File: src/rtl/l2_mem_arbiter.sv
// l2_mem_arbiter
//   Shares one cacheline-wide physical memory port between the I-side L2 (read
//   only) and the D-side L2 (read/write). One full line transaction at a time,
//   round-robin between the two sides when both request, with per-side grant
//   counters.
//
// Ports
//   clk, rst                 clock (rising edge), asynchronous active-low reset
//   i_read/i_addr            I-side line read request and address
//   i_rdata/i_resp           I-side read data and transaction-done pulse
//   d_read/d_write/d_addr    D-side request (write wins if both) and address
//   d_wdata                  D-side write data
//   d_rdata/d_resp           D-side read data and transaction-done pulse
//   mem_read/mem_write       registered physical strobes
//   mem_addr/mem_wdata       registered physical address / write data
//   mem_rdata/mem_resp       physical read data and transaction-done
//   i_grant_cnt/d_grant_cnt  free-running (wrapping) grant counters
module l2_mem_arbiter #(
    parameter int unsigned LINE_W = 256,
    parameter int unsigned ADDR_W = 32
) (
    input  logic              clk,
    input  logic              rst,
    input  logic              i_read,
    input  logic [ADDR_W-1:0] i_addr,
    output logic [LINE_W-1:0] i_rdata,
    output logic              i_resp,
    input  logic              d_read,
    input  logic              d_write,
    input  logic [ADDR_W-1:0] d_addr,
    input  logic [LINE_W-1:0] d_wdata,
    output logic [LINE_W-1:0] d_rdata,
    output logic              d_resp,
    output logic              mem_read,
    output logic              mem_write,
    output logic [ADDR_W-1:0] mem_addr,
    output logic [LINE_W-1:0] mem_wdata,
    input  logic [LINE_W-1:0] mem_rdata,
    input  logic              mem_resp,
    output logic [31:0]       i_grant_cnt,
    output logic [31:0]       d_grant_cnt
);

    typedef enum logic [1:0] {
        StIdle  = 2'd0,
        StIBusy = 2'd1,
        StDBusy = 2'd2
    } state_e;

    state_e            state_q, state_d;
    logic              last_d_q, last_d_d;  // 1: last grant went to D
    logic              mem_read_q, mem_read_d;
    logic              mem_write_q, mem_write_d;
    logic [ADDR_W-1:0] mem_addr_q, mem_addr_d;
    logic [LINE_W-1:0] mem_wdata_q, mem_wdata_d;
    logic [31:0]       i_cnt_q, i_cnt_d;
    logic [31:0]       d_cnt_q, d_cnt_d;

    logic i_req, d_req, grant_i, grant_d;

    assign i_req = i_read;
    assign d_req = d_read | d_write;
    // Contested: the side that did not win last time gets the port.
    assign grant_d = d_req & (~i_req | ~last_d_q);
    assign grant_i = i_req & (~d_req | last_d_q);

    always_comb begin
        state_d     = state_q;
        last_d_d    = last_d_q;
        mem_read_d  = mem_read_q;
        mem_write_d = mem_write_q;
        mem_addr_d  = mem_addr_q;
        mem_wdata_d = mem_wdata_q;
        i_cnt_d     = i_cnt_q;
        d_cnt_d     = d_cnt_q;

        unique case (state_q)
            StIdle: begin
                if (grant_d) begin
                    state_d     = StDBusy;
                    last_d_d    = 1'b1;
                    mem_write_d = d_write;
                    mem_read_d  = ~d_write;
                    mem_addr_d  = d_addr;
                    mem_wdata_d = d_wdata;
                    d_cnt_d     = d_cnt_q + 32'd1;
                end else if (grant_i) begin
                    state_d     = StIBusy;
                    last_d_d    = 1'b0;
                    mem_read_d  = 1'b1;
                    mem_write_d = 1'b0;
                    mem_addr_d  = i_addr;
                    i_cnt_d     = i_cnt_q + 32'd1;
                end
            end
            StIBusy, StDBusy: begin
                // Address/data are left as-is so mem_* never glitch between grants.
                if (mem_resp) begin
                    state_d     = StIdle;
                    mem_read_d  = 1'b0;
                    mem_write_d = 1'b0;
                end
            end
            default: state_d = StIdle;
        endcase
    end

    always_ff @(posedge clk or negedge rst) begin
        if (!rst) begin
            state_q     <= StIdle;
            last_d_q    <= 1'b0;
            mem_read_q  <= 1'b0;
            mem_write_q <= 1'b0;
            mem_addr_q  <= '0;
            mem_wdata_q <= '0;
            i_cnt_q     <= '0;
            d_cnt_q     <= '0;
        end else begin
            state_q     <= state_d;
            last_d_q    <= last_d_d;
            mem_read_q  <= mem_read_d;
            mem_write_q <= mem_write_d;
            mem_addr_q  <= mem_addr_d;
            mem_wdata_q <= mem_wdata_d;
            i_cnt_q     <= i_cnt_d;
            d_cnt_q     <= d_cnt_d;
        end
    end

    assign mem_read    = mem_read_q;
    assign mem_write   = mem_write_q;
    assign mem_addr    = mem_addr_q;
    assign mem_wdata   = mem_wdata_q;
    assign i_grant_cnt = i_cnt_q;
    assign d_grant_cnt = d_cnt_q;

    assign i_resp  = mem_resp & (state_q == StIBusy);
    assign d_resp  = mem_resp & (state_q == StDBusy);
    assign i_rdata = mem_rdata;
    assign d_rdata = mem_rdata;

endmodule

File: config.mk
export PLATFORM = sky130hd
export DESIGN_NAME = l2_mem_arbiter
export DESIGN_NICKNAME = d
export VERILOG_FILES = /design/src/rtl/l2_mem_arbiter.sv
export SDC_FILE = /design/constraint.sdc
export NUM_CORES = 1
export LEC_CHECK = 0
export CAP_MARGIN = 20
export CORE_AREA = 4 4 560 562
export DETAILED_ROUTE_END_ITERATION = 7
export DIE_AREA = 0 0 564 566
export DONT_BUFFER_PORTS = 1
export PLACE_DENSITY = 0.3
export REMOVE_ABC_BUFFERS = 1
export SYNTH_ARGS = -nofsm -noshare
export SYNTH_HDL_FRONTEND = slang
export SYNTH_SLANG_ARGS = --single-unit
File: constraint.sdc
create_clock -name clk -period 1.7 [get_ports clk]
set_input_delay 0.255 -clock clk [delete_from_list [all_inputs] [get_ports clk]]
set_output_delay 0.255 -clock clk [all_outputs]
set_load 0.01 [all_outputs]
* Word level (Yosys, flattened, before mapping) *
Cells that the tools add are included.

storage, ports and cells
  register bits after elaboration = 357
  latch bits = 0
  bits in writable memories = 0
  memory bits (read-only) = 0
  input port bits = 582
  output and inout port bits = 868
  memories = 0

operators by class
  add/subtract/negate cells = 2
  multipliers = 0
  div/mod/pow operators = 0
  $lt $le $gt $ge = 0
  equal/unequal tests = 4
  shift-type cells = 0
  mux-type cells = 14
  bitwise gates (word level) = 12
  reduce and logical (&&, ||, !) cells = 9

operators by type and width
  cell                   count
  $add 32x1->32 const B  2
  $mux 32                2
  $mux 1                 6
  $mux 2                 3
  $reduce_and 2->1       3
  $reduce_and 3->1       2
  $not 1->1              5
  $and 1x1->1            4
  $pmux 1 s2             2
  $pmux 2 s2             1
  $reduce_bool 2->1      2
  $ne 3x3->1 const B     1
  $or 1x1->1             3
  $eq 2x1->1 const B     1
  $eq 2x2->1 const B     1
  $logic_not 2->1        1
  $ne 2x2->1 const B     1
  $reduce_or 2->1        1

* Depth between registers and ports, before layout *
  word-level depth = 7
  gate-level depth with buffers = 9

* Worst setup path after synthesis *
Ideal clock, no wire load.

  path kind = register to register
  start point = reg state_q[0]
  end point = reg mem_wdata_q[20], in the netlist mem_wdata[20]
  setup time = 0.065 ns
  arrival time = 1.745 ns
  required time = 1.635 ns
  setup slack = -0.111 ns
  stages on the path, launching flop included = 10
  buffers on the path = 3
  path through = dfrtp_1 inv_1 ha_1 buf_2 inv_1 nor2_1 clkbuf_1 clkbuf_1 nand2_1 nand2_1

on the way
  longest elaborated chain between the ends = 2

RTL lines
  element                     line  text
  from (decl)                 50    state_e state_q, state_d;
  from (signal assigned)      110   state_q <= StIdle;
  from (signal assigned)      119   state_q <= state_d;
  $logic_not 2->1             77    unique case (state_q)
  $reduce_and 2->1 (no line)  --
  to (signal assigned)        124   mem_wdata_q <= mem_wdata_d;
  to (decl)                   55    logic [LINE_W-1:0] mem_wdata_q, mem_wdata_d;

No other way between the ends.
A chain may end at the register's enable or synchronous reset.

* Final worst setup path *
  start point = reg state_q[1]
  end point = reg d_cnt_q[31], in the netlist d_grant_cnt[31]

on the way
  longest elaborated chain between the ends = 2

RTL lines
  element                     line  text
  $logic_not 2->1             77
  $reduce_and 2->1 (no line)  --
  to (signal assigned)        126   d_cnt_q <= d_cnt_d;
  to (decl)                   57    logic [31:0] d_cnt_q, d_cnt_d;

No other way between the ends.

==> out/results.txt <==
maximum number of pins on one net before global-route repair = 358
Worst VDD drop = 0.8540 mV
Post-Route WL = 297200 um
grt total ovfl = 0
most common cell after layout, fill and taps aside = nand2_1
layout cells sized above 1 = 16.03%
Critical Path RT = 2.27 ns
Synth cell types = 38
Non-Filler Instances = 6207
final core occ = 8.780%
DR WL/cell = 47.88 um
Synth Instances = 2043
Finish-stage setup viols = 289
number of flops mapped to enable cells by yosys = 0
max incr delay on CP = 0.60 ns
Synth Warn # = 0
post-route DRC violation count = 0
I/O Buffers = 0
gr usage total = 17.88%
worst hold path class = in -> async
post-detail-place hpwl = 257700 um
arrival time worst endpoint = 2.57 ns
Top FF cell, synth = dfrtp_1
routed vias = 16450
worst setup margin = -0.2991 ns
DIE AREA = 319200 um^2
global placer's final weighted congestion = 0.9812
Yosys reg bits = 357
R2R Setup Slk = -0.30 ns
DRT iter0 DRCs = 1340
crit-path cells = inv_2 -> ha_4 -> nand4_1 -> or4_4 -> buf_4 -> nor3_4 -> xor2_1
highest clock rate = 500.2 MHz
dpl cells = 5719
Die Ht = 566 um
ys async rst share = 100.0%
clock tree buffer depth = 3
DR pass1 iterations = 5
sequential area share after synthesis = 49.21%
RR Startpoint = state_q[1]$_DFFE_PN0P_
Power Density = 1758 nW/um^2
first-pass GRT wire length = 333600 um
initial antenna violation count = 92
Slowest-stage cell, CP = or4_4
H-tree depth = 2
via count of the first global-routing pass = 15350
Root Buffer = clkbuf_16
dominant cells by area after synthesis = dfrtp_1 (49%), buf_4 (21%), nand2_1 (17%), mux2i_1 (1.8%), xor2_1 (1.6%)
CTS tree = yes
Mapped Area = 18150 um^2
Clk pin slew, worst setup/hold paths = 0.06 ns
critical path class = reg -> reg
WHS = -0.3247 ns
Fin Clk Skew = 0.04117 ns
Worst-Skew Late Latency = 0.66 ns
Critical Path Start = state_q[1]$_DFFE_PN0P_
area post-placement = 20410 um^2
Startpoint Class = flop
top library cells by usage in the layout, fill and taps aside = nand2_1 (829), dfrtp_1 (357), dlygate4sd3_1 (325)
measured slew at the worst slew-check pin = 1.148 ns
Lkg Pwr = 0.01128 uW
Crit Path Max Fanout = 5
Area growth syn-to-layout = 49.12%
Crit path max-delay family = simple AND/OR/NAND/NOR gates
Sink Count = 357
Critical path buffers and inverters = 2
Synth top area share = 49.21%
RSZ-0062 raised after global routing = yes
violated checks = negative hold slack, negative setup slack
pre-CTS setup slack = -0.3399 ns
Die X = 564 um
endpoint type of the worst setup path = flop
Design Area, Final = 27070 um^2
max-slew violation count = 0
Final ANT Viol Nets = 0
Row Count = 204
# IOs = 1450
number of max-cap violations = 0
area leader, netlist = dfrtp_1
min Tclk post-route = 1.999 ns
Core Box Area = 308300 um^2
period utilization = 117.6%
outcome = complete, but fails checks
relative slew slack = 23.49%
synthesized area per cell = 8.886 um^2
number of vias per cell = 2.650
Starting Density = 5.888%
nets@finish = 2624
final hold violation count = 130
Num CTS Buffers = 51
-- synth_stat cells (2+ instances only) --
library cell	count
clkbuf_1	62
nand4b_1	3
nor2_1	15
or3_1	2
a21oi_1	3
nor4_1	10
ha_1	5
nand4_1	22
buf_6	3
o21ai_0	36
buf_2	4
xor2_1	33
inv_1	7
mux2i_1	32
nor3_1	12
buf_4	512
and2_1	4
nand3_1	18
xnor2_1	29
nor3_2	5
nand2_1	836
and3_1	6
and4_1	12
dfrtp_1	357
buf_1	2
-- what timing repair did --
| action | 4_1_cts | 5_1_grt |
|---|---|---|
| cloned | 22 | 0 |
| hold buffers | 324 | 5 |
| hold endpoints to repair | 658 | 180 |
| resized for setup | 96 | 16 |
| endpoints found under the setup margin | 359 | 379 |
| setup buffers | 34 | 4 |
| pin swaps | 19 | 10 |
-- registers in the layout, summed over array words and instances, names as in the netlist --
name         count
d_grant_cnt     32
mem_wdata      256
mem_read         1
mem_addr        32
mem_write        1
last_d_q         1
state_q          2
i_grant_cnt     32
-- final timing paths --
path	to	depth (start not counted)
max	d_grant_cnt[31]$_DFFE_PN0P_	7
min	d_grant_cnt[10]$_DFFE_PN0P_	3
max reg2reg	d_grant_cnt[31]$_DFFE_PN0P_	7
min reg2reg	d_grant_cnt[21]$_DFFE_PN0P_	1
max in group asynchronous	mem_wdata[6]$_DFFE_PN0P_	4
min in group clk	state_q[0]$_DFFE_PN0P_	4
-- area by class of cell --
class                      count  area, um^2
clock inverter                25       319.1
tap                         4120        5155
fill                       35970      281300
multi-input combinational   1096        5298
sequential                   357        8934
antenna                        9       22.52
timing repair buffer         524        5839
clock buffer                  69        1475
inverter                       7       28.78
-- stage by stage --
step | power, uW | setup TNS [ns] | hold slack, ns
floorplan | 16690 | -2041.97 | -0.04059
global placement | 31570 | -56.56 | -0.02999
detailed placement | 31600 | -51.07 | -0.03048
CTS | 49220 | -41.02 | -0.7978
global route | 51620 | -59.36 | -0.2144
finish | 47600 | -33.13 | -0.3247
-- power by group --
| group | total (uW) | switching (uW) | internal (uW) | leakage, uW |
|---|---|---|---|---|
| sequential | 20400 | 8330 | 12100 | 0.00442 |
| combinational | 15400 | 8140 | 7270 | 0.00598 |
| clock | 11800 | 4890 | 6890 | 0.000878 |
| total | 47600 | 21400 | 26200 | 0.0113 |
-- logic make-up after synthesis --
logic type               count (synthesis)  synth area share [%]
adder cells (fa/ha/maj)                  5                0.3446
buffers and inverters                  590                 22.94
XOR/XNOR                                62                 2.991
flip-flops                             357                 49.21
AND/OR/NAND/NOR                        950                 21.26
AO/OA/AOI/OAI                           46                 1.434
multiplexers                            33                 1.826
-- worst min-delay path, stage by stage --
cell and delay, ns:
buf_16 0.09, buf_16 0.12, buf_16 0.33
-- layer usage --
metal | wire length (um) | GRT usage, %
met5 | 6851 | 15.96
met4 | 14280 | 6.409
met3 | 88970 | 25.59
met2 | 118500 | 25.36
met1 | 68640 | 11.62
Power figures use the tool's default switching activity.
